### config.mk
export PLATFORM = sky130hd
export DESIGN_NAME = led_phase_scheduler_flat
export DESIGN_NICKNAME = d
export VERILOG_FILES = /design/src/rtl/led_phase_scheduler_if.sv /design/src/rtl/led_phase_scheduler.sv /design/src/flat_wrapper.sv
export SDC_FILE = /design/constraint.sdc
export NUM_CORES = 1
export LEC_CHECK = 0
export BUFFER_PORTS_ARGS = -buffer_cell sky130_fd_sc_hd__buf_2
export CORE_ASPECT_RATIO = 0.8
export CORE_MARGIN = 3
export CORE_UTILIZATION = 54
export CTS_BUF_LIST = sky130_fd_sc_hd__clkbuf_8
export DETAILED_ROUTE_END_ITERATION = 8
export HOLD_SLACK_MARGIN = 0.08
export MAX_ROUTING_LAYER = met4
export PLACE_DENSITY = 0.83
export SLEW_MARGIN = 20
export SYNTH_ARGS = -nofsm -noshare
export SYNTH_HDL_FRONTEND = slang
export SYNTH_SLANG_ARGS = --single-unit
### constraint.sdc
create_clock -name CLK -period 1.4 [get_ports CLK]
set_input_delay 0.28 -clock CLK [delete_from_list [all_inputs] [get_ports CLK]]
set_output_delay 0.28 -clock CLK [all_outputs]
set_load 0.05 [all_outputs]
### src/rtl/led_phase_scheduler_if.sv
// Sample-pair handshake between led_phase_scheduler (master) and the Controller (slave).
// One IR/RED pair per frame, held under frame_valid until accepted with frame_ready.
interface led_phase_scheduler_if;
    logic       frame_valid;
    logic       frame_ready;
    logic [7:0] IR_ADC_Value;
    logic [7:0] RED_ADC_Value;

    modport master (
        output frame_valid,
        output IR_ADC_Value,
        output RED_ADC_Value,
        input  frame_ready
    );

    modport slave (
        input  frame_valid,
        input  IR_ADC_Value,
        input  RED_ADC_Value,
        output frame_ready
    );
endinterface

### src/rtl/led_phase_scheduler.sv
// IR/RED LED time-multiplexer and ADC sample sequencer for the pulse-oximeter front end.
// Define AMBIENT_CANCEL_EN to add a dark phase whose sample is subtracted (saturating) from both channels.
module led_phase_scheduler #(
    parameter int SETTLE_CYCLES = 4,
    parameter int FRAME_CYCLES  = 20
) (
    input  logic                         CLK,
    input  logic                         rst,
    input  logic                         enable,
    input  logic [7:0]                   ADC,
    led_phase_scheduler_if.master        frame_if,
    output logic                         LED_IR,
    output logic                         LED_RED,
    output logic                         adc_sample,
    output logic                         overrun,
    output logic                         busy
);

    localparam int CNT_W = (FRAME_CYCLES > 2) ? $clog2(FRAME_CYCLES) : 1;

    // Frame-counter values on which each timed state hands over to the next one.
    localparam logic [CNT_W-1:0] IR_LAST  = CNT_W'(SETTLE_CYCLES - 1);
    localparam logic [CNT_W-1:0] RED_LAST = CNT_W'(2 * SETTLE_CYCLES);
`ifdef AMBIENT_CANCEL_EN
    localparam logic [CNT_W-1:0] DARK_LAST = CNT_W'(3 * SETTLE_CYCLES + 1);
`endif
    localparam logic [CNT_W-1:0] GAP_LAST = CNT_W'(FRAME_CYCLES - 1);

    typedef enum logic [2:0] {
        IDLE,
        IR_SETTLE,
        IR_SAMPLE,
        RED_SETTLE,
        RED_SAMPLE,
`ifdef AMBIENT_CANCEL_EN
        DARK_SETTLE,
        DARK_SAMPLE,
`endif
        GAP
    } state_t;

    state_t           state_q, state_d;
    logic [CNT_W-1:0] cnt_q, cnt_d;
    logic [7:0]       ir_raw_q, ir_raw_d;
    logic [7:0]       red_raw_q, red_raw_d;
    logic [7:0]       ir_out_q, ir_out_d;
    logic [7:0]       red_out_q, red_out_d;
    logic             valid_q, valid_d;
    logic             overrun_q, overrun_d;
    logic             publish;
    logic [7:0]       ir_pub;
    logic [7:0]       red_pub;

`ifdef AMBIENT_CANCEL_EN
    logic [7:0] dark_val;

    function automatic logic [7:0] sat_sub(input logic [7:0] a, input logic [7:0] b);
        return (a > b) ? (a - b) : 8'h00;
    endfunction
`endif

    // Sequencer: one shared frame counter times every settle phase and the gap.
    always_comb begin
        // NOTE: every signal gets a default before the case so no path leaves one unassigned (no latches).
        state_d   = state_q;
        cnt_d     = cnt_q + 1'b1;
        ir_raw_d  = ir_raw_q;
        red_raw_d = red_raw_q;
        publish   = 1'b0;
`ifdef AMBIENT_CANCEL_EN
        dark_val  = 8'h00;
`endif
        unique case (state_q)
            IDLE: begin
                cnt_d = '0;
                if (enable) state_d = IR_SETTLE;
            end
            IR_SETTLE: begin
                if (cnt_q == IR_LAST) state_d = IR_SAMPLE;
            end
            IR_SAMPLE: begin
                ir_raw_d = ADC;
                state_d  = RED_SETTLE;
            end
            RED_SETTLE: begin
                if (cnt_q == RED_LAST) state_d = RED_SAMPLE;
            end
            RED_SAMPLE: begin
                red_raw_d = ADC;
`ifdef AMBIENT_CANCEL_EN
                state_d   = DARK_SETTLE;
`else
                state_d   = GAP;
                publish   = 1'b1;
`endif
            end
`ifdef AMBIENT_CANCEL_EN
            DARK_SETTLE: begin
                if (cnt_q == DARK_LAST) state_d = DARK_SAMPLE;
            end
            DARK_SAMPLE: begin
                dark_val = ADC;
                state_d  = GAP;
                publish  = 1'b1;
            end
`endif
            GAP: begin
                if (cnt_q == GAP_LAST) begin
                    cnt_d   = '0;
                    state_d = enable ? IR_SETTLE : IDLE;
                end
            end
            default: begin
                state_d = IDLE;
                cnt_d   = '0;
            end
        endcase
    end

    // The published pair uses the values captured on this same edge.
`ifdef AMBIENT_CANCEL_EN
    assign ir_pub  = sat_sub(ir_raw_d, dark_val);
    assign red_pub = sat_sub(red_raw_d, dark_val);
`else
    assign ir_pub  = ir_raw_d;
    assign red_pub = red_raw_d;
`endif

    // Output handshake: a publish always wins over a same-cycle accept.
    always_comb begin
        valid_d   = valid_q;
        overrun_d = overrun_q;
        ir_out_d  = ir_out_q;
        red_out_d = red_out_q;
        if (publish) begin
            valid_d   = 1'b1;
            ir_out_d  = ir_pub;
            red_out_d = red_pub;
            if (valid_q && !frame_if.frame_ready) overrun_d = 1'b1;
        end else if (valid_q && frame_if.frame_ready) begin
            valid_d = 1'b0;
        end
    end

    always_ff @(posedge CLK) begin
        // NOTE: sequential state uses non-blocking assignments so all flops update from pre-edge values.
        if (rst) begin
            state_q   <= IDLE;
            cnt_q     <= '0;
            ir_raw_q  <= 8'h00;
            red_raw_q <= 8'h00;
            ir_out_q  <= 8'h00;
            red_out_q <= 8'h00;
            valid_q   <= 1'b0;
            overrun_q <= 1'b0;
        end else begin
            state_q   <= state_d;
            cnt_q     <= cnt_d;
            ir_raw_q  <= ir_raw_d;
            red_raw_q <= red_raw_d;
            ir_out_q  <= ir_out_d;
            red_out_q <= red_out_d;
            valid_q   <= valid_d;
            overrun_q <= overrun_d;
        end
    end

    // LED and sample strobes decode straight from the state, so they can never overlap.
    always_comb begin
        LED_IR     = (state_q == IR_SETTLE) || (state_q == IR_SAMPLE);
        LED_RED    = (state_q == RED_SETTLE) || (state_q == RED_SAMPLE);
        adc_sample = (state_q == IR_SAMPLE) || (state_q == RED_SAMPLE);
`ifdef AMBIENT_CANCEL_EN
        adc_sample = adc_sample || (state_q == DARK_SAMPLE);
`endif
        busy       = (state_q != IDLE);
    end

    assign frame_if.frame_valid   = valid_q;
    assign frame_if.IR_ADC_Value  = ir_out_q;
    assign frame_if.RED_ADC_Value = red_out_q;
    assign overrun                = overrun_q;

endmodule

### src/flat_wrapper.sv
// flat-port wrapper written by rule: the top's interface ports become plain ports
module led_phase_scheduler_flat 
#(
    parameter int SETTLE_CYCLES = 4,
    parameter int FRAME_CYCLES  = 20
)
  (CLK, rst, enable, ADC, LED_IR, LED_RED, adc_sample, overrun, busy, frame_if_frame_valid, frame_if_IR_ADC_Value, frame_if_RED_ADC_Value, frame_if_frame_ready);
  led_phase_scheduler_if frame_if_i ();
  input  logic CLK;
  input  logic rst;
  input  logic enable;
  input  logic [7:0] ADC;
  output logic LED_IR;
  output logic LED_RED;
  output logic adc_sample;
  output logic overrun;
  output logic busy;
  output wire logic [$bits(frame_if_i.frame_valid)-1:0] frame_if_frame_valid;
  output wire logic [$bits(frame_if_i.IR_ADC_Value)-1:0] frame_if_IR_ADC_Value;
  output wire logic [$bits(frame_if_i.RED_ADC_Value)-1:0] frame_if_RED_ADC_Value;
  input wire logic [$bits(frame_if_i.frame_ready)-1:0] frame_if_frame_ready;
  assign frame_if_frame_valid = frame_if_i.frame_valid;
  assign frame_if_IR_ADC_Value = frame_if_i.IR_ADC_Value;
  assign frame_if_RED_ADC_Value = frame_if_i.RED_ADC_Value;
  assign frame_if_i.frame_ready = frame_if_frame_ready;
  led_phase_scheduler #(.SETTLE_CYCLES(SETTLE_CYCLES), .FRAME_CYCLES(FRAME_CYCLES)) u_core (.CLK(CLK), .rst(rst), .enable(enable), .ADC(ADC), .frame_if(frame_if_i), .LED_IR(LED_IR), .LED_RED(LED_RED), .adc_sample(adc_sample), .overrun(overrun), .busy(busy));
endmodule
==> flow_summary.toml <==
[outcome]
status = "finished, violations left"
violations = "setup timing"

[final_layout]
final_nets = 218
instances_no_fill = 237
syn_to_final_growth_pct = 35.0
diodes = 0
fill_cells = 134
fin_area_um2 = 1900
final_layout_size_suffix_gt1_share_pct = 37.9

[setup_path]
endpoint_kind = "output port"
critPathRequiredTime_ps = 1120
startpoint_type = "flip-flop"
ff2ff_setup_slack_ps = -110
ff2ff_path_depth = 8
r2r-end = "u_core.state_q[2]$_SDFFE_PP0P_"
critical_path_arrival_ps = 1320
slowest_delay_ps = 390
endpoint = "busy"
worst-path-buf-inv = 2
slowest_stage = "or3_4"
path_cells = "buf_6 -> or3_4 -> buf_8"
r2r_start = "u_core.state_q[1]$_SDFFE_PP0P_"
crit_fanout = 5
crit_cells = 3
critPathTopFamily = "simple AND/OR/NAND/NOR gates"
crit_type = "flip-flop to output port"
crit_path_start = "u_core.state_q[1]$_SDFFE_PP0P_"

[clock_network]
cts_root_buffer = "clkbuf_8"
clkTransAtPathRegs_ps = 70
cts_hold_buf = 0
ctsHtreeMaxLevel = 2
cts_tree = "built"
cts_buffers = 5
insertion_delay_ps = 290
clock_path_buffers = 2
clock-sinks = 34

[power]
p_per_area_nw_per_um2 = 952
peakVddDrop_mv = 0.820
power_leakage_nw = 0.768
power_mw = 1.81

[placed_design]
placed_cells = 224
placed_cell_area_um2 = 1640
place_congestion = 0.777
portBuffers = 33
dp_hpwl_um = 2210
place_ws_ps = -9.35

[drt]
drt_wl_total_um = 3930
drt_iter0_markers = 77
dr.max_layer_used = "met4"
routedWlPerCell_um = 16.6
wl_met1_um = 1510
wl_met3_um = 310
first_pass_iters = 4
vias_per_cell = 5.67
drc = 0
num_vias = 1343
ant_nets = 0
wl_met2_um = 1960

[synth]
synthDominantCellAreaShare_pct = 48.4
synth.largest_area_cell = "dfxtp_1"
synth.avg_cell_area_um2 = 8.95
synth_area_leaders = "dfxtp_1 (48%), nand2_1 (8.8%), a21oi_1 (6.4%), mux2i_1 (5.7%), nor2_1 (4.3%)"
synth_compound_area_share_pct = 12.6
yosys_warnings = 0
synthCells = 157
muxShareOfSynthArea_pct = 5.70
syn_area_um2 = 1410
postSynthNetCount = 171
ys_seq_area_share_pct = 48.4
synth-seq-cells = 34
synth_fa_ha_area_share_pct = 1.78
synth_top_family_by_area = "simple AND/OR/NAND/NOR gates"
post_synth_num_cell_types = 33
synth_xor_area_share_pct = 2.49
synthSimpleGateAreaFrac_pct = 22.3

[timing]
fin_setup_tns_ps = -1020
fin_crit_ps = 1600
skew_ps = 14.7
hold_viol_final = 0
finalCritPeriodShare_pct = 114
report.final.slew_viol_count = 0
rsz0062_at_grt = "yes"
finalWorstSetupSlack_ps = -199
relSlewSlack_pct = 77.5
setup_viol = 12
fmax_mhz = 625
worstMarginPinSlew_ps = 336

[min_path]
hp-start = "ADC[7]"
hold_path.class = "input pin to flip-flop"

[flow_run]
timing.max_cap.violations = 0

[global_route]
antenna_found_initial = 0
grt_first_pass_wirelength_um = 6270
grt_usage_pct = 26.3
grt_pass1_vias = 1359
grt_max_degree = 29
gr-total-overflow = 0

[floorplan]
core_area_um2 = 2310
die_x_um = 63.0
rows = 15
die_h_um = 51.6
ioPinCount = 34
initial_utilization_pct = 60.9
fp.dieArea_um2 = 3250
## registers in the layout, indices dropped and copies added, names as in the netlist
name and count:
u_core.frame_if.IR_ADC_Value 8, u_core.frame_if.RED_ADC_Value 8, u_core.ir_raw_q 8, u_core.cnt_q 5
u_core.state_q 3, u_core.frame_if.frame_valid 1, u_core.overrun 1
## cell usage after synthesis
cell type / n
o21ba_2: 2
nand4bb_1: 1
o221a_1: 1
a31oi_1: 1
nand2b_1: 2
a21oi_1: 18
nand3b_1: 1
dfxtp_1: 34
nor2_1: 16
o21a_1: 1
or3_4: 1
ha_1: 2
and3b_2: 1
a41o_1: 1
xnor2_1: 2
mux2i_1: 8
nand3_1: 3
a311oi_1: 2
buf_6: 3
nor3b_4: 1
xor2_1: 2
nand2_1: 33
nand4_1: 1
a211oi_1: 1
or2_2: 1
or3b_1: 1
inv_1: 3
clkbuf_1: 5
buf_2: 3
buf_4: 2
nor3b_1: 2
and3_1: 1
o211ai_1: 1
## per-stage QoR
step | hold slack, ps | util [%]
after floorplan | 416 | -
after global placement | 439 | 71.1
after detailed placement | 444 | 71.1
after CTS | 248 | 80.1
after global routing | 262 | 82.2
final | 254 | 82.2
## layout by cell type (no fill, tap or decap), drive strengths merged
cell type and n:
o21a 1, a311oi 2, o221a 1, or3b 1, and3b 1, nand4 1, mux2i 8, clkbuf 6
buf 53, nor3b 3, nand2b 2, xnor2 2, inv 3, and3 1, a21oi 18, nand3b 1
ha 2, a41o 1, or3 1, a211oi 1, o21ba 2, nand2 33, dfxtp 34, nand3 3
nor2 16, a31oi 1, o211ai 1, xor2 2, or2 1, nand4bb 1
## how the worst min path moves through the flow
stage,endpoint,slack (ps),cells past startpoint
final,u_core.frame_if.RED_ADC_Value[7]$_SDFFE_PP0P_,250,3
after detailed placement,u_core.frame_if.RED_ADC_Value[7]$_SDFFE_PP0P_,440,2
after CTS,u_core.frame_if.RED_ADC_Value[5]$_SDFFE_PP0P_,250,3
after global routing,u_core.ir_raw_q[3]$_SDFF_PP0_,260,3
after floorplan,u_core.frame_if.RED_ADC_Value[0]$_SDFFE_PP0P_,420,2
after global placement,u_core.frame_if.IR_ADC_Value[7]$_SDFFE_PP0P_,440,2
## power by group
part | leakage [nW] | switching, mW | internal [mW]
Combinational | 0.448 | 0.0693 | 0.0567
Sequential | 0.276 | 0.00476 | 0.969
Clock | 0.0431 | 0.327 | 0.379
## tightest hold or removal path, delay by kind of cell
kind / cells / cell delay (ps)
and+or+nand+nor: 1 / 50
buffers and inverters: 1 / 110
AOI/OAI and AO/OA: 1 / 50
## layer usage
layer / global-route usage, % / vias up
met5: - / -
met4: 13.9 / 0
met3: 8.86 / 20
met2: 45.2 / 73
met1: 27.1 / 635
li1: - / 615
## what timing repair did
item                       in CTS  in global routing
resized for setup              25                 10
pin swaps                       6                  7
setup buffers                   6                  3
setup endpoints to repair       5                 21
## area by class of cell
class                           count  area (um^2)  share of cell area, %
Clock buffer                        6         82.6                   4.35
Multi-Input combinational cell    107          689                   36.3
Sequential cell                    34          689                   36.3
Tap cell                           34         42.5                   2.24
Timing Repair Buffer               53          382                   20.1
Inverter                            3         11.3                  0.594
## cells by family (layout without fill, tap and decap cells)
| logic type | count (synthesis) | after routing |
|---|---|---|
| xor+xnor | 4 | 4 |
| buf+inv | 16 | 62 |
| flops | 34 | 34 |
| compound gates | 28 | 28 |
| simple gates | 65 | 65 |
| mux | 8 | 8 |
| fa+ha+maj | 2 | 2 |
Note: power is estimated with default switching activity, not from simulation.
